File: config.mk
export PLATFORM = sky130hd
export DESIGN_NAME = sbox_arbiter_flat
export DESIGN_NICKNAME = d
export VERILOG_FILES = /design/src/rtl/sbox_arbiter_if.sv /design/src/rtl/sbox_arbiter.sv /design/src/flat_wrapper.sv
export SDC_FILE = /design/constraint.sdc
export NUM_CORES = 1
export LEC_CHECK = 0
export ABC_AREA = 1
export CORE_MARGIN = 3
export CORE_UTILIZATION = 30
export CTS_BUF_LIST = sky130_fd_sc_hd__clkbuf_8
export DETAILED_ROUTE_END_ITERATION = 12
export PLACE_DENSITY = 0.77
export SYNTH_ARGS = -nofsm -noshare
export SYNTH_HDL_FRONTEND = slang
export SYNTH_SLANG_ARGS = --single-unit
File: constraint.sdc
create_clock -name clk -period 1.15 [get_ports clk]
set_input_delay 0.23 -clock clk [delete_from_list [all_inputs] [get_ports clk]]
set_output_delay 0.23 -clock clk [all_outputs]
set_load 0.05 [all_outputs]
File: src/rtl/sbox_arbiter_if.sv
// Requester/ROM bundle for sbox_arbiter: two S-box requesters plus the shared ROM port.
// slave = arbiter side, master = requesters and ROM (testbench or surrounding datapath).
interface sbox_arbiter_if;
  logic       req0;
  logic       req1;
  logic [7:0] addr0;
  logic [7:0] addr1;
  logic       en_de0;
  logic       en_de1;
  logic       lock0;
  logic       lock1;
  logic       gnt0;
  logic       gnt1;
  logic       vld0;
  logic       vld1;
  logic [7:0] rsp_data;
  logic [7:0] sbox_in;
  logic       ce;
  logic       re;
  logic       sbox_en_de;
  logic [7:0] sbox_out;

  modport slave (
    input  req0, req1, addr0, addr1, en_de0, en_de1, lock0, lock1, sbox_out,
    output gnt0, gnt1, vld0, vld1, rsp_data, sbox_in, ce, re, sbox_en_de
  );

  modport master (
    output req0, req1, addr0, addr1, en_de0, en_de1, lock0, lock1, sbox_out,
    input  gnt0, gnt1, vld0, vld1, rsp_data, sbox_in, ce, re, sbox_en_de
  );
endinterface

File: src/rtl/sbox_arbiter.sv
// Two-requester arbiter in front of a single S-box ROM with optional burst locking.
// SBOX_ARB_RR_EN selects round-robin contention; undefined gives fixed priority to requester 0.
module sbox_arbiter #(
  parameter int unsigned LOCK_MAX = 4
) (
  input logic          clk,
  input logic          rst_n,
  sbox_arbiter_if.slave io_bus
);

  typedef enum logic [1:0] {StIdle, StOwn0, StOwn1} state_e;

  localparam logic [3:0] LockMaxC = 4'(LOCK_MAX);

  state_e     r_state;
  logic [3:0] r_lock_cnt;
  logic       r_last_gnt;
  logic       r_vld0;
  logic       r_vld1;
  logic       r_force_vld;
  logic       r_force_who;

  logic       w_gnt0;
  logic       w_gnt1;
  logic       w_any_gnt;
  logic       w_lock;
  logic       w_same_owner;
  logic [3:0] w_cnt_nxt;

  always_comb begin
    w_gnt0 = 1'b0;
    w_gnt1 = 1'b0;
    if (!rst_n) begin
      w_gnt0 = 1'b0;
      w_gnt1 = 1'b0;
    end else if (r_state == StOwn0 && io_bus.req0) begin
      w_gnt0 = 1'b1;
    end else if (r_state == StOwn1 && io_bus.req1) begin
      w_gnt1 = 1'b1;
    end else if (io_bus.req0 && io_bus.req1) begin
      if (r_force_vld) begin
        // Owner just hit LOCK_MAX: the other side gets this cycle.
        w_gnt0 = r_force_who;
        w_gnt1 = ~r_force_who;
      end else begin
`ifdef SBOX_ARB_RR_EN
        w_gnt0 = r_last_gnt;
        w_gnt1 = ~r_last_gnt;
`else
        w_gnt0 = 1'b1;
`endif
      end
    end else begin
      w_gnt0 = io_bus.req0;
      w_gnt1 = io_bus.req1;
    end
  end

  assign w_any_gnt    = w_gnt0 | w_gnt1;
  assign w_lock       = w_gnt0 ? io_bus.lock0 : io_bus.lock1;
  assign w_same_owner = (w_gnt0 && r_state == StOwn0) || (w_gnt1 && r_state == StOwn1);
  assign w_cnt_nxt    = w_same_owner ? (r_lock_cnt + 4'd1) : 4'd1;

  always_ff @(posedge clk or negedge rst_n) begin
    if (!rst_n) begin
      r_state     <= StIdle;
      r_lock_cnt  <= 4'd0;
      r_last_gnt  <= 1'b1;
      r_vld0      <= 1'b0;
      r_vld1      <= 1'b0;
      r_force_vld <= 1'b0;
      r_force_who <= 1'b0;
    end else begin
      r_vld0      <= w_gnt0;
      r_vld1      <= w_gnt1;
      r_force_vld <= 1'b0;
      if (w_any_gnt) begin
        r_last_gnt <= w_gnt1;
        if (w_lock && (w_cnt_nxt < LockMaxC)) begin
          r_state    <= w_gnt1 ? StOwn1 : StOwn0;
          r_lock_cnt <= w_cnt_nxt;
        end else begin
          r_state    <= StIdle;
          r_lock_cnt <= 4'd0;
          if (w_lock) begin
            r_force_vld <= 1'b1;
            r_force_who <= w_gnt1;
          end
        end
      end else begin
        r_state    <= StIdle;
        r_lock_cnt <= 4'd0;
      end
    end
  end

  assign io_bus.gnt0       = w_gnt0;
  assign io_bus.gnt1       = w_gnt1;
  assign io_bus.ce         = w_any_gnt;
  assign io_bus.re         = w_any_gnt;
  assign io_bus.sbox_in    = w_gnt0 ? io_bus.addr0 : (w_gnt1 ? io_bus.addr1 : 8'h00);
  assign io_bus.sbox_en_de = w_gnt0 ? io_bus.en_de0 : (w_gnt1 ? io_bus.en_de1 : 1'b0);
  assign io_bus.vld0       = r_vld0;
  assign io_bus.vld1       = r_vld1;
  assign io_bus.rsp_data   = (r_vld0 | r_vld1) ? io_bus.sbox_out : 8'h00;

endmodule
File: src/flat_wrapper.sv
// flat-port wrapper written by rule: the top's interface ports become plain ports
module sbox_arbiter_flat 
#(
  parameter int unsigned LOCK_MAX = 4
)
  (clk, rst_n, io_bus_req0, io_bus_req1, io_bus_addr0, io_bus_addr1, io_bus_en_de0, io_bus_en_de1, io_bus_lock0, io_bus_lock1, io_bus_sbox_out, io_bus_gnt0, io_bus_gnt1, io_bus_vld0, io_bus_vld1, io_bus_rsp_data, io_bus_sbox_in, io_bus_ce, io_bus_re, io_bus_sbox_en_de);
  sbox_arbiter_if io_bus_i ();
  input logic clk;
  input logic rst_n;
  input wire logic [$bits(io_bus_i.req0)-1:0] io_bus_req0;
  input wire logic [$bits(io_bus_i.req1)-1:0] io_bus_req1;
  input wire logic [$bits(io_bus_i.addr0)-1:0] io_bus_addr0;
  input wire logic [$bits(io_bus_i.addr1)-1:0] io_bus_addr1;
  input wire logic [$bits(io_bus_i.en_de0)-1:0] io_bus_en_de0;
  input wire logic [$bits(io_bus_i.en_de1)-1:0] io_bus_en_de1;
  input wire logic [$bits(io_bus_i.lock0)-1:0] io_bus_lock0;
  input wire logic [$bits(io_bus_i.lock1)-1:0] io_bus_lock1;
  input wire logic [$bits(io_bus_i.sbox_out)-1:0] io_bus_sbox_out;
  output wire logic [$bits(io_bus_i.gnt0)-1:0] io_bus_gnt0;
  output wire logic [$bits(io_bus_i.gnt1)-1:0] io_bus_gnt1;
  output wire logic [$bits(io_bus_i.vld0)-1:0] io_bus_vld0;
  output wire logic [$bits(io_bus_i.vld1)-1:0] io_bus_vld1;
  output wire logic [$bits(io_bus_i.rsp_data)-1:0] io_bus_rsp_data;
  output wire logic [$bits(io_bus_i.sbox_in)-1:0] io_bus_sbox_in;
  output wire logic [$bits(io_bus_i.ce)-1:0] io_bus_ce;
  output wire logic [$bits(io_bus_i.re)-1:0] io_bus_re;
  output wire logic [$bits(io_bus_i.sbox_en_de)-1:0] io_bus_sbox_en_de;
  assign io_bus_i.req0 = io_bus_req0;
  assign io_bus_i.req1 = io_bus_req1;
  assign io_bus_i.addr0 = io_bus_addr0;
  assign io_bus_i.addr1 = io_bus_addr1;
  assign io_bus_i.en_de0 = io_bus_en_de0;
  assign io_bus_i.en_de1 = io_bus_en_de1;
  assign io_bus_i.lock0 = io_bus_lock0;
  assign io_bus_i.lock1 = io_bus_lock1;
  assign io_bus_i.sbox_out = io_bus_sbox_out;
  assign io_bus_gnt0 = io_bus_i.gnt0;
  assign io_bus_gnt1 = io_bus_i.gnt1;
  assign io_bus_vld0 = io_bus_i.vld0;
  assign io_bus_vld1 = io_bus_i.vld1;
  assign io_bus_rsp_data = io_bus_i.rsp_data;
  assign io_bus_sbox_in = io_bus_i.sbox_in;
  assign io_bus_ce = io_bus_i.ce;
  assign io_bus_re = io_bus_i.re;
  assign io_bus_sbox_en_de = io_bus_i.sbox_en_de;
  sbox_arbiter #(.LOCK_MAX(LOCK_MAX)) u_core (.clk(clk), .rst_n(rst_n), .io_bus(io_bus_i));
endmodule
==> results.sh, run 1 <==
export IMPL_synthCells=112
export IMPL_postGrtWorstEndpoint="io_bus_sbox_in[0]"
export IMPL_synth_seq_cells=10
export IMPL_status="aborted with a tool error"
export IMPL_endpoint_type="output port"
export IMPL_synthesis_area_um2=702
export IMPL_clk_path_buf_depth=2
export IMPL_firstError="[ERROR DPL-0038] Utilization greater than 100%, impossible to legalize"
export IMPL_synth_seq_area_share_pct=35.7
export IMPL_yosysWarnings=0
export IMPL_rows=16
export IMPL_start_util_pct=33.7
export IMPL_numCtsBuffers=3
export IMPL_fp_dieW_um=54.4
export IMPL_htreeDepth=1
export IMPL_yosys_cell_types_count=14
export IMPL_dp_cells=207
export IMPL_root_buffer="clkbuf_8"
export IMPL_haltStage="global routing"
export IMPL_place_ws_ns=-0.692
export IMPL_hpwl_um=2280
export IMPL_die_y_um=54.4
export IMPL_io_pins=55
export IMPL_gp_congestion=0.742
export IMPL_portBuffers=54
export IMPL_grt_max_degree=9
export IMPL_syn_avg_cell_area_um2=6.27
export IMPL_clock_sinks=10
## logic make-up after synthesis
family / Yosys count / share of synthesized area (%)
adder cells (fa/ha/maj): 1 / 1.78
buffers and inverters: 24 / 14.1
flip-flops: 10 / 35.7
other: 1 / 0.534
AND/OR/NAND/NOR: 76 / 47.9
## stage by stage
step,cell area [µm²],utilization (%),setup TNS (ns)
4_1_cts,2040,98.0,-11.22
3_5_place_dp,1790,86.1,-12.21
3_3_place_gp,1790,86.1,-11.18
2_1_floorplan,891,-,-4.54
## timing repair
item,4_1_cts
hold buffers,0
gates cloned,2
setup endpoints to repair,28
setup buffers,14
pin swaps,12
resized for setup,35
## cells in the mapped netlist, drive strengths merged
cell / number / area [µm²]
buf: 2 / 15.0
ha: 1 / 12.5
dfrtp: 10 / 250
conb: 1 / 3.75
nand2: 50 / 205
nor2: 14 / 52.6
clkinv: 1 / 5.00
inv: 21 / 78.8
nand3: 9 / 60.1
nand4: 3 / 18.8
==> inputs of run 2 (changes only) <==
CORE_AREA = 3 3 64 66   (was unset)
CORE_MARGIN = unset   (was 3)
CORE_UTILIZATION = unset   (was 30)
CTS_BUF_LIST = unset   (was sky130_fd_sc_hd__clkbuf_8)
DIE_AREA = 0 0 67 69   (was unset)
PLACE_DENSITY = unset   (was 0.77)
PLACE_DENSITY_LB_ADDON = 0.15   (was unset)
clock period = 1.5 ns   (was 1.15 ns; I/O delays follow)
==> run 2 against run 1 <==
Against the previous run:
- the flow now finishes, with violations (negative setup slack)
- synthesized area did not move
- synthesized cell count did not move
==> results.sh, run 2 <==
export IMPL_via_per_inst=3.98
export IMPL_rows=22
export IMPL_drtAntennaViolNets=0
export IMPL_start_kind="flop"
export IMPL_max_freq_mhz=558
export IMPL_yosysWarnings=0
export IMPL_synthArstFlopShare_pct=100
export IMPL_met3_length_um=246
export IMPL_total_power_uw=1400
export IMPL_synth_common_cells="nand2_1, inv_1, nor2_1, dfrtp_1, nand3_1"
export IMPL_clock_sinks=10
export IMPL_drt_total_wl_um=2570
export IMPL_portBuffers=54
export IMPL_grtUsageTotal_pct=12.5
export IMPL_yosys_top_cells_area="dfrtp_1, nand2_1, inv_1"
export IMPL_hpwl_um=1970
export IMPL_top_layer_used="met4"
export IMPL_wl_per_cell_um=10.7
export IMPL_gp_congestion=0.757
export IMPL_cts_tree="yes"
export IMPL_finalHoldViolCount=0
export IMPL_drive_gt1_share_pct=52.4
export IMPL_synth_edf_count=0
export IMPL_grt_max_degree=10
export IMPL_clk_path_buf_depth=2
export IMPL_root_buffer="clkbuf_8"
export IMPL_antennaDiodeCount=0
export IMPL_vias=952
export IMPL_clkTransAtPathRegs_ns=0.05
export IMPL_largest_register="u_core.r_lock_cnt"
export IMPL_multiInputGateArea_um2=664
export IMPL_crit_type="reg -> out"
export IMPL_synthesis_area_um2=702
export IMPL_area_growth_pct=198
export IMPL_leakagePower_uw=0.00104
export IMPL_die_area_mm2=0.00462
export IMPL_fin_ws_ns=-0.293
export IMPL_nets=225
export IMPL_drc=0
export IMPL_top_regs="u_core.r_lock_cnt (4), u_core.r_state (2)"
export IMPL_required_ns=1.20
export IMPL_synth_seq_area_share_pct=35.7
export IMPL_synthCells=112
export IMPL_min_period_over_period_pct=120
export IMPL_status="finished, violations left"
export IMPL_fin_skew_ns=0.00273
export IMPL_hold_class="in -> async"
export IMPL_drv_slew=0
export IMPL_syn_avg_cell_area_um2=6.27
export IMPL_layout_area_seq_um2=250
export IMPL_htreeDepth=1
export IMPL_final_common_cell="clkdlybuf4s50_1"
export IMPL_place_ws_ns=-0.558
export IMPL_dr_first_iter_drc_count=19
export IMPL_irDropWorstVdd_mv=0.341
export IMPL_yosys_area_top_type="dfrtp_1"
export IMPL_drt_pre_antenna_iters=4
export IMPL_fp_dieW_um=67
export IMPL_die_y_um=69
export IMPL_power_density_mw_per_mm2=667
export IMPL_grt_pass1_wl_um=4470
export IMPL_fillers=310
export IMPL_wl_met2_um=1410
export IMPL_finalSetupViolations=14
export IMPL_io_pins=55
export IMPL_yosys_cell_types_count=14
export IMPL_drv_cap=0
export IMPL_synth_most_common_cell="nand2_1"
export IMPL_start_util_pct=19.3
export IMPL_met1_length_um=874
export IMPL_rsz0062_at_grt="true"
export IMPL_antenna_found_initial=0
export IMPL_ctsHoldBuffers=0
export IMPL_largest_reg_flops=4
export IMPL_endpoint_kind="output pin"
export IMPL_clk_latency_ns=0.24
export IMPL_coreArea_mm2=0.00363
export IMPL_min_period_ns=1.79
export IMPL_cp_max_fo=6
export IMPL_worst_ep_arrival_time_ns=1.49
export IMPL_violations="negative setup slack"
export IMPL_gr_total_overflow=0
export IMPL_final_cell_mix="clkdlybuf4s50_1, buf_12, inv_1, nand2_4"
export IMPL_grt_pass1_vias=1005
export IMPL_synth_seq_cells=10
export IMPL_synth_top_area_share_pct=35.7
export IMPL_numCtsBuffers=3
export IMPL_synthFlopType="dfrtp_1"
==> run 2: cell counts after synthesis <==
No cell type changed its count.
==> run 2: worst paths after layout <==
check / from / to / slack, ns / depth (start not counted)
setup / recovery: u_core.r_state[0] / io_bus_sbox_in[0] / -0.29 / 8
hold / removal: rst_n / u_core.r_state[1] / 0.17 / 2
min in group clk: u_core.r_force_who / u_core.r_force_who / 0.57 / 3
max in group asynchronous: rst_n / u_core.r_lock_cnt[0] / 1.00 / 3
hold reg to reg: u_core.r_force_who / u_core.r_force_who / 0.57 / 3
setup reg to reg: u_core.r_state[0] / u_core.r_force_who / -0.02 / 12
==> run 2: what timing repair did <==
action	CTS	global route
setup buffers	8	2
setup endpoints to repair	18	26
pin swaps	9	7
gates resized for setup	39	11
gates cloned	2	0
==> run 2: critical path, cell delays in order (launching register included) <==
cell and delay (ns):
dfrtp_1 0.40, inv_2 0.08, nand2_2 0.05, nand3_2 0.06, nand4_1 0.12, bufinv_8 0.27, nand2_4 0.08, nand2_8 0.06
buf_12 0.12
==> run 2: through the flow <==
step	area, µm²	hold WS [ns]	TNS, ns	instances	utilization [%]
after floorplan	883	0.00441	-1.02	113	-
after global placement	1780	0.554	-7.82	225	48.9
after detailed placement	1780	0.557	-8.35	225	48.9
after CTS	2030	0.177	-3.47	238	56.0
after global routing	2090	0.182	-5.42	239	57.6
final	2090	0.172	-3.55	239	57.6
==> run 2: report_power, final <==
| group | switching [µW] | internal [µW] |
|---|---|---|
| logic | 388 | 373 |
| clock network | 107 | 231 |
| registers | 12.7 | 285 |
| total | 508 | 889 |
==> run 2: kinds of logic (layout without fill, tap and decap cells) <==
kind of cell	Yosys count	after routing	share of synthesized area (%)
and+or+nand+nor	76	76	47.9
buffers and inverters	24	102	14.1
DFF	10	10	35.7
adders and majority gates	1	1	1.78
other	1	2	0.534
==> run 2: area by class of cell <==
class                   count  area share [%]
repair buffers             74            44.7
repair inverters            2            1.08
multi-input cells          79            31.7
inverters                  22            5.02
well taps                  48            2.87
clock buffers               4            2.63
flip-flops and latches     10            12.0
==> run 2: per-layer routing <==
metal | vias to the layer above | global-route usage, %
met5 | - | 0
met4 | 0 | 5.41
met3 | 3 | 3.58
met2 | 41 | 22.1
met1 | 421 | 13.4
li1 | 487 | -
(Power assumes the default switching activity.)
==> inputs of run 3 (changes only) <==
SKIP_LAST_GASP = 1   (was unset)
==> results of run 3 <==
Same layout as run 2: the final DEF is identical, and so are final timing and power.
Main changes from that run: via count of the first global-routing pass 1005 -> 1007
==> inputs of run 4 (changes only) <==
PLACE_DENSITY = 0.51   (was unset)
PLACE_DENSITY_LB_ADDON = unset   (was 0.15)
==> run 4 against run 3 <==
Against the previous run:
- the run still ends with negative setup slack left
- cell count did not move
- fmax fell by 0.78%
- global-route usage fell by 1.2 points
- register-to-register slack got worse by 0.04 ns
- clock skew barely moved
- sequential power barely moved
- critical endpoint unchanged
- largest cell class unchanged
==> results.sh, run 4 (synthesized netlist as in run 2, its figures left out) <==
export IMPL_start_kind="flop"
export IMPL_rsz0062_at_grt="true"
export IMPL_dr_first_iter_drc_count=4
export IMPL_finalSetupViolations=15
export IMPL_critPathTopFamily="buffers and inverters"
export IMPL_drt_total_wl_um=2570
export IMPL_endpoint_kind="output pin"
export IMPL_largest_register="u_core.r_lock_cnt"
export IMPL_post_route_util_pct=54.6
export IMPL_clk_path_buf_depth=2
export IMPL_gr_total_overflow=0
export IMPL_fin_ws_ns=-0.307
export IMPL_clkTransAtPathRegs_ns=0.05
export IMPL_drv_slew=0
export IMPL_cp_slowest_cell="dfrtp_1"
export IMPL_wl_per_cell_um=10.8
export IMPL_worst_hold_slack_ns=0.381
export IMPL_fillers=348
export IMPL_drive_gt1_share_pct=51.3
export IMPL_min_period_ns=1.81
export IMPL_critPathBufInv=4
export IMPL_fp_dieW_um=67
export IMPL_place_ws_ns=-0.575
export IMPL_area_growth_pct=183
export IMPL_drtAntennaViolNets=0
export IMPL_crit_chain="inv_2, nand2_2, nand3_2, nand4_1, buf_4, inv_8, nand2_4, nand2_8, buf_12"
export IMPL_instances_no_fill=239
export IMPL_multiInputGateArea_um2=572
export IMPL_die_area_mm2=0.00462
export IMPL_rows=22
export IMPL_setup_tns_final_ns=-3.73
export IMPL_drc=0
export IMPL_min_period_over_period_pct=120
export IMPL_final_cell_mix="clkdlybuf4s50_1, buf_12, nand2_1, buf_4, inv_1"
export IMPL_die_y_um=69
export IMPL_ctsHoldBuffers=0
export IMPL_portBuffers=54
export IMPL_hold_class="in -> async"
export IMPL_clock_sinks=10
export IMPL_top_regs="u_core.r_lock_cnt (4), u_core.r_state (2)"
export IMPL_cts_tree="yes"
export IMPL_finalHoldViolCount=0
export IMPL_layout_area_seq_um2=250
export IMPL_worst_ep_arrival_time_ns=1.51
export IMPL_nets=225
export IMPL_via_per_inst=3.90
export IMPL_io_pins=55
export IMPL_cp_max_fo=6
export IMPL_dp_cells=225
export IMPL_drt_pre_antenna_iters=4
export IMPL_numCtsBuffers=3
export IMPL_irDropWorstVdd_mv=0.274
export IMPL_clk_latency_ns=0.23
export IMPL_fin_skew_ns=0.00303
export IMPL_final_common_cell="clkdlybuf4s50_1"
export IMPL_grt_pass1_vias=1009
export IMPL_slowest_delay_ns=0.39
export IMPL_antenna_found_initial=0
export IMPL_violations="negative setup slack"
export IMPL_power_density_mw_per_mm2=676
export IMPL_coreArea_mm2=0.00363
export IMPL_start_util_pct=19.3
export IMPL_gp_congestion=0.779
export IMPL_hpwl_um=2140
export IMPL_drv_cap=0
export IMPL_status="finished, violations left"
export IMPL_largest_reg_flops=4
export IMPL_required_ns=1.20
export IMPL_grt_max_degree=10
export IMPL_root_buffer="clkbuf_8"
export IMPL_max_freq_mhz=553
export IMPL_htreeDepth=1
export IMPL_grt_pass1_wl_um=4160
export IMPL_crit_type="reg -> out"
export IMPL_vias=933
export IMPL_antennaDiodeCount=0
export IMPL_leakagePower_uw=0.000984
export IMPL_grtUsageTotal_pct=11.3
-- run 4: changes by cell type in the layout (fill, tap and decap cells not counted), moves of 2 or more --
cell,delta
nor2_4,-7
buf_4,+3
nand2_1,+3
nor2_2,+8
nand2_2,+3
nand2_4,-4
nand2_8,-2
buf_6,-2
-- run 4: layer usage --
layer | wire (µm) | share of wire (%) | up-vias | GRT usage [%]
met5 | 0 | 0 | - | 0
met4 | 43 | 1.7 | 0 | 4.05
met3 | 189 | 7.3 | 4 | 3.26
met2 | 1500 | 58 | 30 | 21.7
met1 | 842 | 33 | 412 | 10.9
li1 | - | - | 487 | -
-- run 4: layout make-up --
type / count / share of cell area (%)
well taps: 48 / 3.03
flip-flops and latches: 10 / 12.6
repair buffers: 74 / 46.5
clock buffers: 4 / 2.77
inverters: 22 / 5.30
repair inverters: 2 / 1.01
multi-input cells: 79 / 28.8
-- run 4: worst paths after layout --
path	from	slack, ns	cells past startpoint	to
setup reg to reg	u_core.r_state[0]	-0.06	13	u_core.r_force_who
hold reg to reg	u_core.r_force_who	0.56	3	u_core.r_force_who
setup / recovery	u_core.r_state[0]	-0.31	9	io_bus_sbox_in[0]
hold / removal	rst_n	0.38	2	u_core.r_state[0]
min in group clk	u_core.r_force_who	0.56	3	u_core.r_force_who
max in group asynchronous	rst_n	0.80	3	u_core.r_lock_cnt[3]
-- run 4: what timing repair did --
item	in CTS	in global routing
hold endpoints to repair	0	0
buffers inserted	8	2
pin swaps	14	2
gates cloned	2	0
setup endpoints to repair	18	19
resized for setup	18	9
-- run 4: power by group --
part           internal, µW  switching, µW  total (µW)
Clock                   230            101         331
Sequential              285           12.2         297
Combinational           352            362         713
Total                   867            475        1340
-- run 4: metrics by stage --
stage	power [µW]	area, µm²
CTS	1350	1940
global placement	962	1780
global route	1410	1980
detailed placement	969	1780
floorplan	612	883
finish	1340	1980
